`config.mk`:
```
export PLATFORM = sky130hd
export DESIGN_NAME = bin2bcd_display_source_flat
export DESIGN_NICKNAME = d
export VERILOG_FILES = /design/src/rtl/display_pkg.sv /design/src/rtl/bin2bcd_display_source_if.sv /design/src/rtl/bcd_digit_adjust.sv /design/src/rtl/bin2bcd_display_source.sv /design/src/flat_wrapper.sv
export SDC_FILE = /design/constraint.sdc
export NUM_CORES = 1
export LEC_CHECK = 0
export BUFFER_PORTS_ARGS = -buffer_cell sky130_fd_sc_hd__clkbuf_2
export CORE_ASPECT_RATIO = 1.4
export CORE_MARGIN = 1
export CORE_UTILIZATION = 45
export CTS_BUF_LIST = sky130_fd_sc_hd__clkbuf_16
export DETAILED_ROUTE_END_ITERATION = 10
export PLACE_DENSITY = 0.74
export SLEW_MARGIN = 20
export SYNTH_ARGS = -nofsm -noshare
export SYNTH_HDL_FRONTEND = slang
export SYNTH_HIERARCHICAL = 1
export SYNTH_SLANG_ARGS = --single-unit
```
`constraint.sdc`:
```
create_clock -name clock -period 1.3 [get_ports clock]
set_input_delay 0.195 -clock clock [delete_from_list [all_inputs] [get_ports clock]]
set_output_delay 0.195 -clock clock [all_outputs]
set_load 0.05 [all_outputs]
```
`src/rtl/display_pkg.sv`:
```
`default_nettype none
// ============================================================================
//  Module   : display_pkg
//  Purpose  : Shared types, constants and helpers for the BCD display source.
//  Revision : 1.0  initial release
// ============================================================================
package display_pkg;

    // Conversion FSM states, explicit 2-bit encoding
    typedef enum logic [1:0] {
        ST_IDLE  = 2'd0,
        ST_SHIFT = 2'd1,
        ST_LOAD  = 2'd2
    } state_t;

    // Bits per BCD digit
    localparam int BCD_NIBBLE = 4;

    // Largest decimal value representable with the given number of digits
    function automatic logic [63:0] max_decimal(input int unsigned digits);
        logic [63:0] v;
        v = 64'd1;
        for (int unsigned i = 0; i < digits; i++) begin
            v = v * 64'd10;
        end
        return v - 64'd1;
    endfunction

endpackage
`default_nettype wire

```
`src/rtl/bin2bcd_display_source_if.sv`:
```
`default_nettype none
// ============================================================================
//  Module   : bin2bcd_display_source_if
//  Purpose  : start/busy/done conversion handshake and BCD result bus.
//  Revision : 1.0  initial release
// ============================================================================
interface bin2bcd_display_source_if #(
    parameter int BIN_WIDTH = 14,
    parameter int DIGITS    = 4
);
    logic                   start;
    logic [BIN_WIDTH-1:0]   binval;
    logic                   busy;
    logic                   done;
    logic                   overflow;
    logic [4*DIGITS-1:0]    bcdval;

    // Requester side: issues conversions, observes the result
    modport master (
        output start, binval,
        input  busy, done, overflow, bcdval
    );

    // Converter side
    modport slave (
        input  start, binval,
        output busy, done, overflow, bcdval
    );
endinterface
`default_nettype wire

```
`src/rtl/bcd_digit_adjust.sv`:
```
`default_nettype none
// ============================================================================
//  Module   : bcd_digit_adjust
//  Purpose  : Double-dabble digit correction: adds 3 when the digit is >= 5,
//             so the following left shift carries correctly in decimal.
//  Revision : 1.0  initial release
// ============================================================================
module bcd_digit_adjust (
    input  wire logic [3:0] i_digit,
    output logic      [3:0] o_digit
);
    // Pre-shift correction of one BCD digit
    always_comb begin
        o_digit = i_digit;
        if (i_digit >= 4'd5) begin
            o_digit = i_digit + 4'd3;
        end
    end
endmodule
`default_nettype wire

```
`src/rtl/bin2bcd_display_source.sv`:
```
`default_nettype none
// ============================================================================
//  Module   : bin2bcd_display_source
//  Purpose  : Iterative binary-to-packed-BCD converter (one bit per clock)
//             feeding a 7-segment display; the result is only updated when a
//             conversion completes.
//  Options  : BIN2BCD_SATURATE_EN - show all nines when the value overflows.
//  Revision : 1.0  initial release
// ============================================================================
module bin2bcd_display_source
    import display_pkg::*;
#(
    parameter int BIN_WIDTH = 14,
    parameter int DIGITS    = 4
) (
    input  wire logic                 clock,
    input  wire logic                 reset_n,
    bin2bcd_display_source_if.slave   bus
);
    localparam int                   c_BCD_W     = BCD_NIBBLE * DIGITS;
    localparam int                   c_CNT_W     = (BIN_WIDTH > 1) ? $clog2(BIN_WIDTH) : 1;
    localparam logic [c_CNT_W-1:0]   c_LAST_BIT  = c_CNT_W'(BIN_WIDTH - 1);
    localparam logic [63:0]          c_MAX_DEC   = max_decimal(DIGITS);
    // BCD image of max_decimal(DIGITS)
    localparam logic [c_BCD_W-1:0]   c_ALL_NINES = {DIGITS{4'h9}};

    state_t                 r_state;
    state_t                 w_state_next;
    logic [c_CNT_W-1:0]     r_bit_cnt;
    logic [BIN_WIDTH-1:0]   r_bin;
    logic [c_BCD_W-1:0]     r_scratch;
    logic [c_BCD_W-1:0]     w_adj;
    logic [c_BCD_W-1:0]     w_shifted;
    logic [c_BCD_W-1:0]     r_bcdval;
    logic                   r_ovf_next;
    logic                   r_overflow;
    logic                   w_ovf_in;
    logic                   w_accept;
    logic                   w_last;

    // One add-3 corrector per scratch digit
    for (genvar gi = 0; gi < DIGITS; gi++) begin : g_adj
        bcd_digit_adjust u_adj (
            .i_digit (r_scratch[gi*BCD_NIBBLE +: BCD_NIBBLE]),
            .o_digit (w_adj[gi*BCD_NIBBLE +: BCD_NIBBLE])
        );
    end

    assign w_accept  = (r_state == ST_IDLE) && bus.start;
    assign w_last    = (r_state == ST_SHIFT) && (r_bit_cnt == c_LAST_BIT);
    // Bits leaving the top digit are dropped: raw result is binval mod 10^DIGITS
    assign w_shifted = {w_adj[c_BCD_W-2:0], r_bin[BIN_WIDTH-1]};
    assign w_ovf_in  = (64'(bus.binval) > c_MAX_DEC);

    // State register
    always_ff @(posedge clock) begin
        if (!reset_n) begin
            r_state <= ST_IDLE;
        end else begin
            r_state <= w_state_next;
        end
    end

    // Next-state logic
    always_comb begin
        w_state_next = r_state;
        case (r_state)
            ST_IDLE:  if (bus.start) w_state_next = ST_SHIFT;
            ST_SHIFT: if (w_last)    w_state_next = ST_LOAD;
            ST_LOAD:                 w_state_next = ST_IDLE;
            default:                 w_state_next = ST_IDLE;
        endcase
    end

    // Datapath: capture, shift-add-3, and result registers loaded on the
    // final shift so they are already valid while done is high in LOAD
    always_ff @(posedge clock) begin
        if (!reset_n) begin
            r_bit_cnt  <= '0;
            r_bin      <= '0;
            r_scratch  <= '0;
            r_ovf_next <= 1'b0;
            r_overflow <= 1'b0;
            r_bcdval   <= '0;
        end else begin
            if (w_accept) begin
                r_bin      <= bus.binval;
                r_scratch  <= '0;
                r_bit_cnt  <= '0;
                r_ovf_next <= w_ovf_in;
            end else if (r_state == ST_SHIFT) begin
                r_scratch  <= w_shifted;
                r_bin      <= r_bin << 1;
                r_bit_cnt  <= r_bit_cnt + 1'b1;
            end
            if (w_last) begin
                r_overflow <= r_ovf_next;
`ifdef BIN2BCD_SATURATE_EN
                r_bcdval   <= r_ovf_next ? c_ALL_NINES : w_shifted;
`else
                r_bcdval   <= w_shifted;
`endif
            end
        end
    end

    // Output decode
    always_comb begin
        bus.busy     = (r_state == ST_SHIFT);
        bus.done     = (r_state == ST_LOAD);
        bus.overflow = r_overflow;
        bus.bcdval   = r_bcdval;
    end

endmodule
`default_nettype wire
```
`src/flat_wrapper.sv`:
```
// flat-port wrapper written by rule: the top's interface ports become plain ports
module bin2bcd_display_source_flat import display_pkg::*;
#(
    parameter int BIN_WIDTH = 14,
    parameter int DIGITS    = 4
)
  (clock, reset_n, bus_start, bus_binval, bus_busy, bus_done, bus_overflow, bus_bcdval);
  bin2bcd_display_source_if #(.BIN_WIDTH(BIN_WIDTH), .DIGITS(DIGITS)) bus_i ();
  input  wire logic clock;
  input  wire logic reset_n;
  input wire logic [$bits(bus_i.start)-1:0] bus_start;
  input wire logic [$bits(bus_i.binval)-1:0] bus_binval;
  output wire logic [$bits(bus_i.busy)-1:0] bus_busy;
  output wire logic [$bits(bus_i.done)-1:0] bus_done;
  output wire logic [$bits(bus_i.overflow)-1:0] bus_overflow;
  output wire logic [$bits(bus_i.bcdval)-1:0] bus_bcdval;
  assign bus_i.start = bus_start;
  assign bus_i.binval = bus_binval;
  assign bus_busy = bus_i.busy;
  assign bus_done = bus_i.done;
  assign bus_overflow = bus_i.overflow;
  assign bus_bcdval = bus_i.bcdval;
  bin2bcd_display_source #(.BIN_WIDTH(BIN_WIDTH), .DIGITS(DIGITS)) u_core (.clock(clock), .reset_n(reset_n), .bus(bus_i));
endmodule
```
After elaboration in Yosys (flattened, before gate mapping)
Index checks and enable logic that the tools add are counted.
{ "word_totals": {"register_bits": 54, "input_bits": 17} }
{ "classes": {"add_sub_neg": 5, "order_cmp": 5, "n_eq_ne": 5, "mux": 9, "bitwise": 1, "reduce_logical": 6} }
{ "op_table": {"columns": ["cell", "count"], "rows": [
  ["14-bit two-way mux", 2],
  ["4-bit by 3-bit >= comparator with 1-bit output (second input constant)", 4],
  ["14-bit > comparator (second input constant)", 1],
  ["4-bit by 2-bit adder with 4-bit output (second input constant)", 3],
  ["4-bit two-way mux", 3],
  ["4-bit by 1-bit adder with 4-bit output (second input constant)", 1],
  ["4-bit equality test (second input constant)", 1],
  ["2-bit two-way mux", 2],
  ["2-bit one-hot mux with 2 select lines", 1],
  ["3-bit by 2-bit adder with 3-bit output (second input constant)", 1],
  ["3-bit two-way mux", 1],
  ["2-bit by 1-bit equality test with 1-bit output (second input constant)", 1],
  ["2-bit equality test (second input constant)", 1],
  ["1-bit logical AND", 2],
  ["2-bit zero test", 1],
  ["2-bit by 1-bit inequality test with 1-bit output (second input constant)", 1],
  ["2-bit inequality test (second input constant)", 1],
  ["2-bit AND reduction", 1],
  ["2-bit nonzero test", 1],
  ["2-bit OR reduction", 1],
  ["1-bit NOT", 1]
]} }

Longest topological paths before layout
{ "logic_depth": {"depth_word": 4, "mapped_depth": 7, "ltp_nobuf": 7} }

By module
The synthesis kept the hierarchy.
{ "modules_own_cells": {"columns": ["mod", "n_inst", "cells_each", "area_per_inst_um2", "seq_area_each_um2"], "rows": [
  ["bin2bcd_display_source", 1, 217, 2001.9, 1081.0],
  ["bcd_digit_adjust", 4, 16, 101.3, 0.0]
]} }

Least setup slack after synthesis
Ideal clock, no wire load.
{ "synth_path": {"path_type": "flip-flop to output port", "start": "register u_core.r_state[1]", "end": "output port bus_done", "arrival_ps": 1273, "required_time_ps": 1105, "setup_slack_ps": -168, "stages_incl_launch_ff": 4, "cell_sequence": "dfxtp_1 > inv_1 > clkbuf_1 > nor2_1"} }
{ "synth_between": {"elab_chain_len": 1} }
{ "synth_lines": {"columns": ["item", "line", "text"], "rows": [
  ["start: declaration", "bin2bcd_display_source.sv:27", "state_t r_state;"],
  ["start signal: assignment", "bin2bcd_display_source.sv:60", "r_state <= w_state_next;"],
  ["2-bit equality test", "bin2bcd_display_source.sv:110", "bus.done = (r_state == ST_LOAD);"],
  ["end: declaration", "flat_wrapper.sv:14", "output wire logic [$bits(bus_i.done)-1:0] bus_done;"]
]} }
No other way between the ends.

Worst setup path after layout
{ "layout_path": {"start": "register u_core.r_scratch[1]", "end": "register u_core.r_scratch[2]"} }
{ "layout_between": {"elab_chain_len": 2, "elab_cells_between_ends": 3, "classes_between": "add/sub (1); order compare (1); mux (1)"} }
{ "layout_lines": {"columns": ["item", "line", "text"], "rows": [
  ["start: declaration", "bin2bcd_display_source.sv:31", "logic [c_BCD_W-1:0] r_scratch;"],
  ["start signal: assignment", "bin2bcd_display_source.sv:92", "r_scratch <= w_shifted;"],
  ["4-bit by 2-bit adder with 4-bit output or 4-bit by 3-bit >= comparator with 1-bit output (tied branches)", "bcd_digit_adjust.sv:16, bcd_digit_adjust.sv:15", null],
  ["4-bit two-way mux *", "bcd_digit_adjust.sv:15", "if (i_digit >= 4'd5) begin"],
  ["net u_core.w_adj[1]", "bin2bcd_display_source.sv:32", "logic [c_BCD_W-1:0] w_adj;"]
]} }
The timed path passes the listed nets; every way through them passes the cells marked *.
A chain may end at the register's enable or synchronous reset.

==> summary.md <==
| Metric | Value |
|---|---|
| Mean instance size in the synthesized netlist | `8.62 um^2` |
| Antenna violations before repair | `0` |
| Detailed-routing iteration count for the pre-antenna-repair pass | `4` |
| DRC marker count from the first detailed-route iteration | `120` |
| Number of nets in the synthesized netlist | `304` |
| CTS Hold Buffers Added | `0` |
| Largest stage delay, worst path | `0.35 ns` |
| Worst-case reg-to-reg path depth | `7` |
| Setup slack on the worst flop-to-flop path | `-0.15 ns` |
| Total number of H-tree levels | `2` |
| Worst clock skew on the final layout | `0.00630 ns` |
| Via density per instance | `5.37` |
| Fillcell total | `410` |
| Die Footprint | `0.00560 mm^2` |
| Type of element capturing the critical path | `register` |
| Highest attainable clock frequency | `0.691 GHz` |
| ANT cells | `0` |
| FF-to-FF Start | `u_core/r_scratch[1]` |
| Clock Tree Root | `sky130_fd_sc_hd__clkbuf_16` |
| Global-route wire length before repair | `9310 um` |
| TNS Setup | `-1.08 ns` |
| Post-route antenna net violation count | `0` |
| PwrDens | `1040 mW/mm^2` |
| Worst path setup slack after routing | `-0.147 ns` |
| Crit Path Category | `reg -> reg` |
| RSZ-0062 raised after global routing | `true` |
| CP max stage cell | `sky130_fd_sc_hd__dfxtp_2` |
| Area grow syn2layout | `42.5%` |
| TritonCTS clock tree | `yes` |
| GRT Util Overall | `0.212` |
| Post-layout net count | `375` |
| Wire length per cell after detailed routing | `14.6 um` |
| Die span in x | `63.6 um` |
| Post-detailed-routing wire length | `6060 um` |
| IO buf count | `35` |
| Post-Syn Area | `0.00239 mm^2` |
| Starting utilization of the core area | `0.466` |
| Multi-input logic area | `0.00145 mm^2` |
| Die outline height | `88.2 um` |
| Placeable core region | `0.00512 mm^2` |
| Clock sink count | `54` |
| Run status | `finished, violations left` |
| Largest fanout on the critical path | `3` |
| Cells on Worst Hold Path | `3` |
| Slew HR | `0.764` |
| CP Data Arrival Time | `1.66 ns` |
| Most frequent cells in the layout | `51 x sky130_fd_sc_hd__nand2_1, 44 x sky130_fd_sc_hd__dfxtp_1, 40 x sky130_fd_sc_hd__buf_4` |
| Maximum number of pins on one net before global-route repair | `17` |
| Share of final-layout standard cells stronger than drive strength 1 | `0.436` |
| FP Rows | `31` |
| Leakage dissipation | `0.00137 uW` |
| Source of the worst hold timing path | `bus_binval[0]` |
| Clock latency of the later-clocked register in the worst-skew pair | `0.29 ns` |
| Most common cell after layout, fill and taps aside | `sky130_fd_sc_hd__nand2_1` |
| Hold violation total from the final report | `0` |
| Number of buffers between clock root and the deepest sink | `2` |
| Kind of start point of the critical path | `register` |
| Max-Cap Viols | `0` |
| Gate family responsible for the most delay along the worst path | `flip-flops` |
| Global-route congestion overflow total | `0` |
| Minimum period implied by the final worst setup slack | `1.45 ns` |
| Synthesis Warnings | `6` |
| Vias in the first global route | `2,124` |
| Final weighted congestion in routability-driven placement | `0.810` |
| Hold/Removal Path Class | `in -> reg` |
| Final standard cell utilization of the core | `0.664` |
| Worst Hold Path EP | `u_core/r_bin[0]` |
| Worst-Margin Slew | `0.354 ns` |
| CP bufs+invs | `1` |
| Via count of the routed design | `2,229` |
| Series of cell instances along the critical path | `inv_4, ha_4, nand2b_4, a21oi_4, mux2i_2, nand2_1, a21oi_1` |
| Reg clk slew, reported paths | `0.07 ns` |
| Num CTS Buffers | `5` |
| IO Count | `36` |
| End of the worst register-to-register path | `u_core/r_scratch[2]` |
| Share of the clock period used by the worst path after layout | `1.11` |
| Worst path required time | `1.52 ns` |
| IR Drop Worst-Case VDD | `0.000805 V` |
| Register area | `0.00110 mm^2` |
| Drc violations | `0` |
| Failing checks | `setup timing` |
| Number of cells produced by synthesis | `277` |
| Final setup fails | `13` |
| Detailed-placement wirelength estimate | `3740 um` |
| Number of slew-limit violations in the final report | `0` |
==> flip-flops by register name, summed over array words and instances (netlist names) <==
name,cells
u_core/bus.overflow,1
u_core/r_bit_cnt,4
u_core/r_state,2
u_core/r_bin,14
u_core/r_scratch,16
u_core/r_ovf_next,1
u_core/bus.bcdval,16
==> layout make-up <==
class | count | share of cell area
Multi-Input combinational cell | 195 | 0.427
Tap cell | 66 | 0.0243
Sequential cell | 54 | 0.323
Clock buffer | 5 | 0.0368
Clock inverter | 3 | 0.0110
Timing Repair Buffer | 79 | 0.162
Inverter | 13 | 0.0166
==> how the worst max path moves through the flow <==
| stage | start | cells past startpoint | slack (ns) | endpoint |
|---|---|---|---|---|
| after floorplan | u_core/r_state[0] | 5 | -0.004 | u_core/r_bit_cnt[1] |
| after global placement | u_core/r_scratch[9] | 7 | -0.07 | u_core/r_scratch[10] |
| after detailed placement | u_core/r_scratch[5] | 7 | -0.14 | u_core/r_scratch[6] |
| after CTS | u_core/r_scratch[1] | 7 | -0.13 | u_core/r_scratch[2] |
| after global routing | u_core/r_scratch[1] | 7 | -0.20 | u_core/r_scratch[2] |
| final | u_core/r_scratch[1] | 7 | -0.15 | u_core/r_scratch[2] |
==> through the flow <==
step	power, uW	worst slack, ns	cells	area, um^2	hold WS (ns)
final	3540	-0.147	415	3400	0.173
after global placement	2070	-0.0694	393	2830	0.445
after floorplan	1970	-0.00379	277	2430	0.362
after CTS	3530	-0.130	407	3150	0.174
after global routing	3670	-0.199	415	3400	0.210
after detailed placement	2080	-0.139	393	2830	0.451
==> worst min-delay path, cell delays in order <==
cell and delay [ns]:
sky130_fd_sc_hd__clkbuf_2 0.08, sky130_fd_sc_hd__nand4_1 0.08, sky130_fd_sc_hd__a21oi_1 0.06
==> what timing repair did <==
| action | in CTS | in global routing |
|---|---|---|
| resized for setup | 38 | 44 |
| pin swaps | 11 | 21 |
| cloned | 0 | 1 |
| endpoints found under the setup margin | 30 | 44 |
| setup buffers | 6 | 9 |
==> report_power, final <==
group | leakage [uW] | internal, uW | total (uW) | switching, uW
clock | 0.0000864 | 895 | 1460 | 565
combinational | 0.000836 | 151 | 348 | 197
sequential | 0.000444 | 1700 | 1730 | 29.1
==> metal layers <==
layer,GRT usage,vias to the layer above,wire [um]
li1,-,1106,-
met1,0.230,1076,2380
met2,0.405,41,3430
met3,0.0404,6,197
met4,0.0764,0,53
met5,0,-,0
Power figures use the tool's default switching activity.
